## src/rtl/mem_req_arbiter.sv

```systemverilog
// mem_req_arbiter
// Round-robin front end that lets NUM_CH clients share one memory controller,
// with one transaction in flight at a time. A granted request is launched with
// a one-cycle mc_ready strobe and its command fields are held stable until the
// controller answers with mc_valid. The arbiter then returns a done pulse, plus
// err when applicable, to the granted client. Unsupported commands (00/11) are
// answered with done+err without touching the controller. When TIMEOUT_CYC is
// non-zero, a controller that never answers also ends in done+err.
//
// Ports
//   clk, rst_n        rising-edge clock, asynchronous active-low reset
//   ch_req[i]         level request from client i, held until ch_ack[i]
//   ch_cmd/addr/wdata flattened per-client fields (client i in slice i)
//   ch_ack/done/err   one-hot, one-cycle pulses towards the granted client
//   ch_rdata          read data, meaningful while ch_done is high, else 0
//   busy              high whenever the FSM is not idle
//   mc_cmd/addr/wr_dq command fields towards the controller
//   mc_ready          one-cycle launch strobe towards the controller
//   mc_valid/rd_dq    completion strobe and read data from the controller
// All outputs are registered.
module mem_req_arbiter #(
  parameter int NUM_CH      = 4,
  parameter int ADDR_W      = 25,
  parameter int DATA_W      = 16,
  parameter int TIMEOUT_CYC = 1024
) (
  input  logic                     clk,
  input  logic                     rst_n,
  input  logic [NUM_CH-1:0]        ch_req,
  input  logic [2*NUM_CH-1:0]      ch_cmd,
  input  logic [ADDR_W*NUM_CH-1:0] ch_addr,
  input  logic [DATA_W*NUM_CH-1:0] ch_wdata,
  output logic [NUM_CH-1:0]        ch_ack,
  output logic [NUM_CH-1:0]        ch_done,
  output logic [NUM_CH-1:0]        ch_err,
  output logic [DATA_W-1:0]        ch_rdata,
  output logic                     busy,
  output logic [1:0]               mc_cmd,
  output logic [ADDR_W-1:0]        mc_addr,
  output logic [DATA_W-1:0]        mc_wr_dq,
  output logic                     mc_ready,
  input  logic                     mc_valid,
  input  logic [DATA_W-1:0]        mc_rd_dq
);

  localparam int PTR_W = (NUM_CH > 1) ? $clog2(NUM_CH) : 1;
  // A zero TIMEOUT_CYC disables the timeout; keep a 1-bit counter so widths stay legal.
  localparam int CNT_W = (TIMEOUT_CYC > 0) ? $clog2(TIMEOUT_CYC + 1) : 1;

  localparam logic [1:0]       CMD_WRITE = 2'b10;
  localparam logic [1:0]       CMD_READ  = 2'b01;
  localparam logic [PTR_W:0]   NUM_CH_L  = (PTR_W + 1)'(NUM_CH);
  localparam logic [PTR_W-1:0] PTR_LAST  = PTR_W'(NUM_CH - 1);
  localparam logic [CNT_W-1:0] CNT_MAX   = {CNT_W{1'b1}};
  localparam logic [CNT_W-1:0] TO_LIMIT  = CNT_W'(TIMEOUT_CYC - 1);
  localparam bit               TO_EN     = (TIMEOUT_CYC != 0);

  typedef enum logic [1:0] {
    S_IDLE  = 2'b00,
    S_ISSUE = 2'b01,
    S_WAIT  = 2'b10,
    S_DONE  = 2'b11
  } state_t;

  function automatic logic cmd_ok(input logic [1:0] c);
    cmd_ok = (c == CMD_WRITE) || (c == CMD_READ);
  endfunction

  function automatic logic [NUM_CH-1:0] onehot(input logic [PTR_W-1:0] i);
    onehot    = {NUM_CH{1'b0}};
    onehot[i] = 1'b1;
  endfunction

  // Unpacked views of the flattened client buses.
  logic [1:0]        cmd_a   [NUM_CH];
  logic [ADDR_W-1:0] addr_a  [NUM_CH];
  logic [DATA_W-1:0] wdata_a [NUM_CH];

  for (genvar g = 0; g < NUM_CH; g++) begin : g_unpack
    assign cmd_a[g]   = ch_cmd[2*g +: 2];
    assign addr_a[g]  = ch_addr[ADDR_W*g +: ADDR_W];
    assign wdata_a[g] = ch_wdata[DATA_W*g +: DATA_W];
  end

  state_t            state_r, state_s;
  logic [PTR_W-1:0]  rr_ptr_r, rr_ptr_s;
  logic [CNT_W-1:0]  cnt_r, cnt_s, cnt_inc_s;
  logic [PTR_W-1:0]  grant_r, grant_s;
  logic [1:0]        cmd_r, cmd_s;
  logic [ADDR_W-1:0] addr_r, addr_s;
  logic [DATA_W-1:0] wdata_r, wdata_s;
  logic              err_r, err_s;
  logic [DATA_W-1:0] rdata_r, rdata_s;
  logic              timeout_s;

  logic              req_any_s;
  logic [PTR_W-1:0]  req_idx_s;
  logic [PTR_W:0]    arb_sum_s;
  logic [PTR_W-1:0]  arb_idx_s;

  logic [NUM_CH-1:0] ch_ack_r, ch_ack_s;
  logic [NUM_CH-1:0] ch_done_r, ch_done_s;
  logic [NUM_CH-1:0] ch_err_r, ch_err_s;
  logic [DATA_W-1:0] ch_rdata_r, ch_rdata_s;
  logic              busy_r, busy_s;
  logic [1:0]        mc_cmd_r, mc_cmd_s;
  logic [ADDR_W-1:0] mc_addr_r, mc_addr_s;
  logic [DATA_W-1:0] mc_wr_dq_r, mc_wr_dq_s;
  logic              mc_ready_r, mc_ready_s;

  // Round-robin search: scanning offsets downward lets the smallest offset from rr_ptr win.
  always_comb begin
    req_any_s = 1'b0;
    req_idx_s = {PTR_W{1'b0}};
    arb_sum_s = {(PTR_W + 1){1'b0}};
    arb_idx_s = {PTR_W{1'b0}};
    for (int k = NUM_CH - 1; k >= 0; k--) begin
      arb_sum_s = {1'b0, rr_ptr_r} + (PTR_W + 1)'(k);
      arb_idx_s = (arb_sum_s >= NUM_CH_L) ? PTR_W'(arb_sum_s - NUM_CH_L) : PTR_W'(arb_sum_s);
      if (ch_req[arb_idx_s]) begin
        req_any_s = 1'b1;
        req_idx_s = arb_idx_s;
      end else begin
        req_any_s = req_any_s;
      end
    end
  end

  // Saturating wait counter and timeout detect; the check uses the value the counter is about to take.
  always_comb begin
    cnt_inc_s = (cnt_r == CNT_MAX) ? cnt_r : cnt_r + CNT_W'(1);
    timeout_s = TO_EN && (cnt_inc_s >= TO_LIMIT);
  end

  // Next-state logic plus next values of every registered output.
  always_comb begin
    state_s  = state_r;
    rr_ptr_s = rr_ptr_r;
    cnt_s    = cnt_r;
    grant_s  = grant_r;
    cmd_s    = cmd_r;
    addr_s   = addr_r;
    wdata_s  = wdata_r;
    err_s    = err_r;
    rdata_s  = rdata_r;

    case (state_r)
      S_IDLE: begin
        if (req_any_s) begin
          grant_s = req_idx_s;
          cmd_s   = cmd_a[req_idx_s];
          addr_s  = addr_a[req_idx_s];
          wdata_s = wdata_a[req_idx_s];
          err_s   = 1'b0;
          rdata_s = {DATA_W{1'b0}};
          state_s = S_ISSUE;
        end else begin
          state_s = S_IDLE;
        end
      end
      S_ISSUE: begin
        if (cmd_ok(cmd_r)) begin
          state_s = S_WAIT;
        end else begin
          err_s   = 1'b1;
          rdata_s = {DATA_W{1'b0}};
          state_s = S_DONE;
        end
      end
      S_WAIT: begin
        cnt_s = cnt_inc_s;
        // mc_valid is tested first so a completion coinciding with the timeout is not an error.
        if (mc_valid) begin
          err_s   = 1'b0;
          rdata_s = (cmd_r == CMD_READ) ? mc_rd_dq : {DATA_W{1'b0}};
          state_s = S_DONE;
        end else if (timeout_s) begin
          err_s   = 1'b1;
          rdata_s = {DATA_W{1'b0}};
          state_s = S_DONE;
        end else begin
          state_s = S_WAIT;
        end
      end
      S_DONE: begin
        rr_ptr_s = (grant_r == PTR_LAST) ? {PTR_W{1'b0}} : grant_r + PTR_W'(1);
        cnt_s    = {CNT_W{1'b0}};
        state_s  = S_IDLE;
      end
      default: begin
        state_s = S_IDLE;
      end
    endcase

    // Outputs are registered from the state being entered, so they line up with that state.
    busy_s     = (state_s != S_IDLE);
    ch_ack_s   = (state_s == S_ISSUE) ? onehot(grant_s) : {NUM_CH{1'b0}};
    mc_ready_s = (state_s == S_ISSUE) && cmd_ok(cmd_s);
    mc_cmd_s   = ((state_s == S_ISSUE) || (state_s == S_WAIT)) ? cmd_s : 2'b00;
    mc_addr_s  = ((state_s == S_ISSUE) || (state_s == S_WAIT)) ? addr_s : {ADDR_W{1'b0}};
    mc_wr_dq_s = ((state_s == S_ISSUE) || (state_s == S_WAIT)) ? wdata_s : {DATA_W{1'b0}};
    ch_done_s  = (state_s == S_DONE) ? onehot(grant_s) : {NUM_CH{1'b0}};
    ch_err_s   = ((state_s == S_DONE) && err_s) ? onehot(grant_s) : {NUM_CH{1'b0}};
    ch_rdata_s = (state_s == S_DONE) ? rdata_s : {DATA_W{1'b0}};
  end

  // State, transaction latches and output registers.
  always_ff @(posedge clk or negedge rst_n) begin
    if (!rst_n) begin
      state_r    <= S_IDLE;
      rr_ptr_r   <= {PTR_W{1'b0}};
      cnt_r      <= {CNT_W{1'b0}};
      grant_r    <= {PTR_W{1'b0}};
      cmd_r      <= 2'b00;
      addr_r     <= {ADDR_W{1'b0}};
      wdata_r    <= {DATA_W{1'b0}};
      err_r      <= 1'b0;
      rdata_r    <= {DATA_W{1'b0}};
      ch_ack_r   <= {NUM_CH{1'b0}};
      ch_done_r  <= {NUM_CH{1'b0}};
      ch_err_r   <= {NUM_CH{1'b0}};
      ch_rdata_r <= {DATA_W{1'b0}};
      busy_r     <= 1'b0;
      mc_cmd_r   <= 2'b00;
      mc_addr_r  <= {ADDR_W{1'b0}};
      mc_wr_dq_r <= {DATA_W{1'b0}};
      mc_ready_r <= 1'b0;
    end else begin
      state_r    <= state_s;
      rr_ptr_r   <= rr_ptr_s;
      cnt_r      <= cnt_s;
      grant_r    <= grant_s;
      cmd_r      <= cmd_s;
      addr_r     <= addr_s;
      wdata_r    <= wdata_s;
      err_r      <= err_s;
      rdata_r    <= rdata_s;
      ch_ack_r   <= ch_ack_s;
      ch_done_r  <= ch_done_s;
      ch_err_r   <= ch_err_s;
      ch_rdata_r <= ch_rdata_s;
      busy_r     <= busy_s;
      mc_cmd_r   <= mc_cmd_s;
      mc_addr_r  <= mc_addr_s;
      mc_wr_dq_r <= mc_wr_dq_s;
      mc_ready_r <= mc_ready_s;
    end
  end

  assign ch_ack   = ch_ack_r;
  assign ch_done  = ch_done_r;
  assign ch_err   = ch_err_r;
  assign ch_rdata = ch_rdata_r;
  assign busy     = busy_r;
  assign mc_cmd   = mc_cmd_r;
  assign mc_addr  = mc_addr_r;
  assign mc_wr_dq = mc_wr_dq_r;
  assign mc_ready = mc_ready_r;

endmodule

```

## config.mk

```make
export PLATFORM = sky130hd
export DESIGN_NAME = mem_req_arbiter
export DESIGN_NICKNAME = d
export VERILOG_FILES = /design/src/rtl/mem_req_arbiter.sv
export SDC_FILE = /design/constraint.sdc
export NUM_CORES = 1
export LEC_CHECK = 0
export CORE_MARGIN = 4
export CORE_UTILIZATION = 40
export CTS_BUF_LIST = sky130_fd_sc_hd__clkbuf_4
export CTS_CLUSTER_DIAMETER = 120
export DETAILED_ROUTE_END_ITERATION = 8
export HOLD_SLACK_MARGIN = 0.08
export PLACE_DENSITY = 0.81
export RECOVER_POWER = 25
export REMOVE_ABC_BUFFERS = 1
export SYNTH_ARGS = -nofsm -noshare
export SYNTH_HDL_FRONTEND = slang
export SYNTH_SLANG_ARGS = --single-unit
```

## constraint.sdc

```tcl
create_clock -name clk -period 5.25 [get_ports clk]
set_input_delay 1.3125 -clock clk [delete_from_list [all_inputs] [get_ports clk]]
set_output_delay 1.3125 -clock clk [all_outputs]
set_load 0.03 [all_outputs]
```

==> summary.txt, run 1 <==
Outcome
  • Outcome: finished, violations left
  • Violated checks: max-capacitance violations, max-slew violations

Timing
  • Total negative setup slack: 0 ns
  • Tightest slew margin relative to the limit: -0.331
  • Fmax achieved: 291 MHz
  • Max-slew violation count: 40
  • Share of the clock period used by the worst path after layout: 0.654
  • Setup-violating endpoint count in the final report: 0
  • Least-Margin Pin Slew: between 1.5 and 2 ns
  • Endpoints failing hold: 0
  • Final Hold Slack: about 0.48 ns
  • Worst Slack Setup Final: approximately 1.8 ns
  • Final critical-path required period: 3.44 ns
  • Setup repair after global routing missed its margin: false
  • Worst-case clock skew: 0.0123 ns

CTS
  • Clock tree from TritonCTS: built
  • H-tree depth reported by CTS: 4
  • Sinks on Clock Net: 150
  • Number of buffers inserted to repair setup after CTS: 0
  • Post-CTS resize count: 0
  • Number of buffers on the longest clock path: 2
  • Count of hold buffers inserted by post-cts repair: 0
  • Root buffer cell: clkbuf_4
  • Num CTS Buffers: 17
  • Clk_lat worst skew: 0.53 ns
  • Register clock-pin slew on the reported worst setup and hold paths: 0.12 ns

Layout
  • Most frequent standard cell in the layout excluding fill and tap cells: clkdlybuf4s50_1
  • Design Area, Final: 10300 sq um
  • Fillers: 1518
  • Most used cells in the layout excluding fill and tap cells: 266 x clkdlybuf4s50_1, 150 x dfrtp_1, 101 x nand2_1
  • Ant. Diodes: 0
  • Multi-input gate area in the final layout: a little over 3000 sq um
  • Layout-stage area growth over the synthesis result: 42.9%
  • Final-stage net count: between 1000 and 1500
  • Storage element area: 3750 sq um
  • Fraction of final layout cells with drive strength greater than 1: 0.0665

Global routing
  • Wire length of the first global-routing pass: 31600 microns
  • Grt ovf: 0
  • Vias in the first global route: 6266
  • GRT Resource Usage Total: 0.197
  • Largest net degree at the start of global routing: 73
  • Antenna violations before repair: 0

Synth
  • Share of synthesized area occupied by flip-flops and latches: 0.521
  • Async set-or-reset flop fraction in the synthesized netlist: 1.00
  • Number of cells produced by synthesis: between 700 and 800
  • Flops & latches, synth: 150
  • Syn Area/Cell: between 10 and 15 sq um
  • Synth warn: 0
  • Netlist area before placement: roughly 7200 sq um
  • Commonest register cell after synthesis: dfrtp_1
  • EDFF count, synth: 0
  • Unique cell type count in the Yosys netlist: between 50 and 60

Pwr
  • PD cells: 501 nW/um^2
  • Leak: 0.00462 uW
  • Pwr Total: 5160 uW
  • Maximum resistive drop on vdd: 0.269 mV

Drt
  • Iteration-0 DRC count of the detailed router: 209
  • Final routed wire length divided by cell count: 16.9 microns
  • DRT Pass-1 Iters: 4
  • Routed WL: 20100 microns
  • Post-detailed-route DRC marker count: 0
  • Via count: between 6000 and 7000
  • DRT antenna net count: 0
  • Detailed-route vias per instance: 5.17

Die
  • Initial standard-cell utilization of the core: 0.412
  • Die boundary height: between 100 and 150 microns
  • Row count: 48
  • Boundary Pins: 268
  • Area of the placeable core: 17500 sq um
  • DIE WIDTH: 142 microns
  • Die Outline Area: approximately 20000 sq um

Worst setup path
  • Element type at the critical path end: register
  • Largest fanout of any net on the critical path: 47
  • Worst flop-to-flop path endpoint: mc_addr[8]
  • Startpoint-to-endpoint class of the critical path: primary input to register
  • Worst R2R Path Depth: 10
  • Worst reg-to-reg setup slack: 1.99 ns
  • Required time at the endpoint of the critical path: ~5.7 ns
  • Data arrival, critical path: 3.91 ns
  • Setup crit start kind: primary input
  • Worst flop-to-flop path startpoint: cnt_r[0]

Placed design
  • Worst slack, placed: 1.25 ns
  • Gpl congestion: 0.855
  • IO Port Bufs: 267
  • Post-detailed-placement cell area: roughly 10000 sq um
  • Half-perimeter wire length after detailed placement: 14700 microns

Worst hold path
  • Min-Delay Path Class: register to register
  • Instance count along the most critical hold path: 1
  • Hold Path Sink: addr_r[1]
  • Worst min-delay path startpoint: addr_r[1]

Job
  • Max-capacitance violation count: 1
-- per-stage QoR --
step                utilization  instances
CTS                       0.590       1187
floorplan                     -        652
global placement          0.573       1155
detailed placement        0.573       1155
finish                    0.589       1187
global route              0.589       1187
-- worst max-delay path, stage by stage --
cell,delay [ns]
clkdlybuf4s50_1,0.47
nand2b_1,0.17
a211o_1,0.30
buf_4,0.25
nand2_2,0.12
buf_4,0.40
nand2_1,0.11
a311oi_1,0.46
a21o_1,0.14
nor2b_1,0.12
-- flip-flops by register name, summed over array words and instances (netlist names) --
register,count
ch_rdata,16
grant_r,2
rr_ptr_r,2
mc_cmd,2
ch_done,4
err_r,1
rdata_r,16
wdata_r,16
busy,1
ch_err,4
cmd_r,2
addr_r,25
ch_ack,4
cnt_r,11
mc_wr_dq,16
state_r,2
mc_ready,1
mc_addr,25
-- cells in the mapped netlist, types with 2 or more instances --
cell	n	area share
a211oi_1	42	0.044
a21boi_0	2	0.0021
a21o_1	41	0.043
a21oi_1	8	0.0056
a311oi_1	42	0.051
a31oi_1	4	0.0035
and2_1	22	0.019
and3_1	44	0.038
buf_2	20	0.014
buf_4	3	0.0031
buf_6	3	0.0047
clkbuf_1	31	0.016
dfrtp_1	150	0.52
ha_1	10	0.017
inv_1	33	0.017
mux2_1	2	0.0031
mux2i_1	4	0.0056
mux4_2	2	0.0063
nand2_1	102	0.053
nand2b_1	3	0.0026
nand3_1	2	0.0014
nand4_1	4	0.0035
nor2_1	21	0.011
nor2b_1	41	0.036
nor3_1	6	0.0042
o211ai_1	16	0.017
o21ai_0	14	0.0097
o21ai_2	9	0.011
xor2_1	5	0.0061
-- routing by layer --
layer | part of all wire | routed length [microns] | GRT usage | vias to the layer above
met3 | 0.081 | 1620 | 0.0675 | 24
met2 | 0.51 | 10200 | 0.346 | 195
met1 | 0.39 | 7920 | 0.231 | 2922
met4 | 0.017 | 350 | 0.0525 | 0
li1 | - | - | - | 2992
met5 | 0 | 0 | 0 | -
-- cell type report --
class	instances	share of cell area
Inverter	33	0.0120
Tap cell	225	0.0273
Multi-Input combinational cell	469	0.298
Clock inverter	14	0.0156
Timing Repair Buffer	278	0.270
Clock buffer	18	0.0131
Sequential cell	150	0.365
-- where the power goes --
group          leakage [uW]  switching (uW)  internal [uW]  total (uW)
logic               0.00251            1640           1090        2730
clock network      0.000149             409            330         739
registers           0.00196             145           1540        1690
total               0.00462            2200           2960        5160
-- cells by family (layout without fill, tap and decap cells) --
group | after synthesis | after routing | share of synthesized area
muxes | 10 | 10 | 0.0184
buffers and inverters | 91 | 343 | 0.0556
AOI/OAI and AO/OA | 189 | 189 | 0.201
DFF | 150 | 150 | 0.521
xor gates and xnor gates | 6 | 6 | 0.00729
and+or+nand+nor | 254 | 254 | 0.180
adders and majority gates | 10 | 10 | 0.0174
-- how the worst max path moves through the flow --
stage	start	end	slack (ns)	depth (start not counted)
after global routing	rst_n	mc_wr_dq[10]	1.65	2
after floorplan	ch_req[3]	mc_ready	-0.12	6
final	ch_req[3]	mc_wr_dq[3]	1.81	10
after global placement	ch_req[3]	mc_wr_dq[3]	1.25	10
after detailed placement	ch_req[3]	mc_wr_dq[3]	1.25	10
after CTS	ch_req[3]	mc_wr_dq[3]	1.87	10
(Power assumes the default switching activity.)
==> run 2, diff against run 1 <==
PLACE_DENSITY = 0.84   (was 0.81)
clock period = 3.1 ns   (was 5.25 ns; I/O delays follow)
==> summary.txt, run 2 (synthesis gave the netlist of run 1 again) <==
Worst setup path
  • Largest fanout of any net on the critical path: 41 (-13%)
  • Worst R2R Path Depth: 10 (unchanged)
  • Sum of buffers and inverters on the critical path: 1 (-2)
  • Family of cells with the greatest summed delay on the critical path: simple AND/OR/NAND/NOR gates
  • Worst flop-to-flop path startpoint: cnt_r[1]
  • Worst-path cell with the longest stage delay: dfrtp_1
  • Worst path max stage delay: 0.49 ns (+0.02 ns)
  • Element type at the critical path end: register
  • Worst flop-to-flop path endpoint: mc_addr[5]
  • Crit path cell chain: ha_4 -> and3_4 -> nand4_2 -> o21ai_0 -> nand4_1 -> a31oi_2 -> o31a_1 -> ha_2 -> buf_12 -> nor2b_1
  • Setup crit start kind: register
  • Required time at the endpoint of the critical path: 3.56 ns (-2.16 ns)
  • Worst path depth: 10 (unchanged)
  • Startpoint-to-endpoint class of the critical path: register to register
  • Data arrival, critical path: 3.34 ns (-0.57 ns)
  • Worst reg-to-reg setup slack: 0.22 ns (-1.77 ns)

Die
  • Row count: 48 (unchanged)
  • DIE WIDTH: 142 microns (unchanged)
  • Initial standard-cell utilization of the core: 0.412 (unchanged)
  • Die boundary height: 142 microns (unchanged)
  • Area of the placeable core: 17500 sq um (unchanged)
  • Die Outline Area: 20200 sq um (unchanged)
  • Boundary Pins: 268 (unchanged)

Timing
  • Tightest slew margin relative to the limit: 0.0885 (+0.420)
  • Final Hold Slack: 0.477 ns (+0.000432 ns)
  • Setup repair after global routing missed its margin: false
  • Least-Margin Pin Slew: 1.37 ns (-0.630 ns)
  • Final critical-path required period: 2.88 ns
  • Max-slew violation count: 0 (-100%)
  • Fmax achieved: 347 MHz
  • Worst-case clock skew: 0.0235 ns (+0.0112 ns)
  • Total negative setup slack: 0 ns (unchanged)
  • Share of the clock period used by the worst path after layout: 0.930
  • Setup-violating endpoint count in the final report: 0 (unchanged)
  • Endpoints failing hold: 0 (unchanged)

Layout
  • Fillers: 1460 (-3.8%)
  • Fraction of final layout cells with drive strength greater than 1: 0.0881 (+0.0216)
  • Final-stage net count: 1168 (+1.2%)
  • Final standard cell utilization of the core: 0.602 (+0.0132)
  • Most used cells in the layout excluding fill and tap cells: 266 x clkdlybuf4s50_1, 149 x dfrtp_1, 101 x nand2_1
  • Design Area, Final: 10500 sq um (+2.2%)
  • Layout-stage area growth over the synthesis result: 46.1%
  • Most frequent standard cell in the layout excluding fill and tap cells: clkdlybuf4s50_1

CTS
  • Sinks on Clock Net: 150 (unchanged)
  • Register clock-pin slew on the reported worst setup and hold paths: 0.11 ns (about the same)
  • Number of buffers inserted to repair setup after CTS: 0 (unchanged)
  • Number of buffers on the longest clock path: 2 (unchanged)
  • Count of hold buffers inserted by post-cts repair: 0 (unchanged)
  • H-tree depth reported by CTS: 4 (unchanged)
  • Root buffer cell: clkbuf_4
  • Post-CTS resize count: 0 (unchanged)
  • Num CTS Buffers: 17 (unchanged)
  • Clock tree from TritonCTS: built
  • Clk_lat worst skew: 0.55 ns (+0.02 ns)

Drt
  • Detailed-route vias per instance: 5.33 (+3.2%)
  • Final routed wire length divided by cell count: 17.3 microns (+2.0%)
  • Post-detailed-route DRC marker count: 0 (unchanged)
  • Iteration-0 DRC count of the detailed router: 281 (+34%)
  • DRT Pass-1 Iters: 5 (+1)
  • Routed WL: 20800 microns (+3.3%)
  • DRT antenna net count: 0 (unchanged)
  • Via count: 6412 (+4.5%)

Placed design
  • Half-perimeter wire length after detailed placement: 15400 microns (+4.7%)
  • Post-detailed-placement cell area: 10200 sq um (+1.8%)
  • Gpl congestion: 0.849 (-0.75%)
  • IO Port Bufs: 267 (unchanged)

Global routing
  • Largest net degree at the start of global routing: 70 (-4.1%)
  • Vias in the first global route: 6680 (+6.6%)
  • Wire length of the first global-routing pass: 32800 microns (+4.1%)
  • Grt ovf: 0 (unchanged)
  • Antenna violations before repair: 2 (+2)
  • GRT Resource Usage Total: 0.204 (+0.00683)

Pwr
  • Maximum resistive drop on vdd: 0.846 mV (+210%)
  • PD cells: 870 nW/um^2 (+74%)
  • Portion of total power attributed to the clock network: 0.150 (+0.007)
  • Internal power: 5360 uW (+81%)
  • Logic gate share of total power: 0.537 (+0.007)
  • Fraction of power spent switching nets: 0.415 (-0.0112)
  • Pwr Total: 9160 uW (+78%)
  • Fraction of power consumed by sequential logic: 0.313 (-0.014)
  • Sw power: 3800 uW (+73%)
  • Leak: 0.00473 uW (+2.4%)

Worst hold path
  • Hold Path Sink: addr_r[13]
  • Worst min-delay path startpoint: addr_r[13]
  • Instance count along the most critical hold path: 1 (unchanged)
  • Min-Delay Path Class: register to register

Outcome
  • Outcome: complete, no violations

Job
  • Max-capacitance violation count: 0 (-1)
[run 2: cell types whose count changed in the layout (fill, tap and decap cells not counted), moves of 2 or more]
| cell | previous run | this run |
|---|---|---|
| clkinv_2 | 3 | 1 |
| buf_12 | 2 | 7 |
| clkbuf_4 | 18 | 22 |
| buf_4 | 8 | 17 |
| clkinv_1 | 2 | 0 |
[run 2: per-stage QoR]
stage,setup WS [ns],instances
2_1_floorplan,-1.73,652
3_3_place_gp,0.133,1169
3_5_place_dp,0.0405,1169
4_1_cts,0.0619,1201
5_1_grt,0.0470,1202
6_report,0.218,1202
[run 2: layer usage]
layer / wire [microns] / GRT usage
met2: 10900 / 0.371
met3: 1510 / 0.0568
met1: 7800 / 0.228
met4: 531 / 0.0742
met5: 12 / 0
[run 2: final cells by class]
type	count	area, sq um	area share
antenna	1	2.50	0.000238
clock buffer	21	158	0.0150
clock inverter	11	174	0.0165
inverter	33	124	0.0118
multi-input combinational	469	3090	0.294
sequential	150	3750	0.357
tap	225	282	0.0267
timing repair buffer	292	2940	0.280
[run 2: power by group through the flow]
stage                     clock [uW]  combinational [uW]  sequential, uW
after floorplan                    0                2490            3310
after global placement             0                4850            2870
after detailed placement           0                4960            2900
after CTS                       1410                4970            2870
after global routing            1500                5390            2930
final                           1380                4920            2860
[run 2: how the worst max path moves through the flow]
stage	endpoint	startpoint	slack, ns
5_1_grt	mc_addr[5]	cnt_r[1]	0.05
6_report	mc_addr[5]	cnt_r[1]	0.22
3_5_place_dp	mc_wr_dq[3]	ch_req[3]	0.04
4_1_cts	mc_wr_dq[3]	cnt_r[0]	0.06
3_3_place_gp	mc_wr_dq[1]	ch_req[3]	0.13
2_1_floorplan	mc_ready	ch_req[3]	-1.73
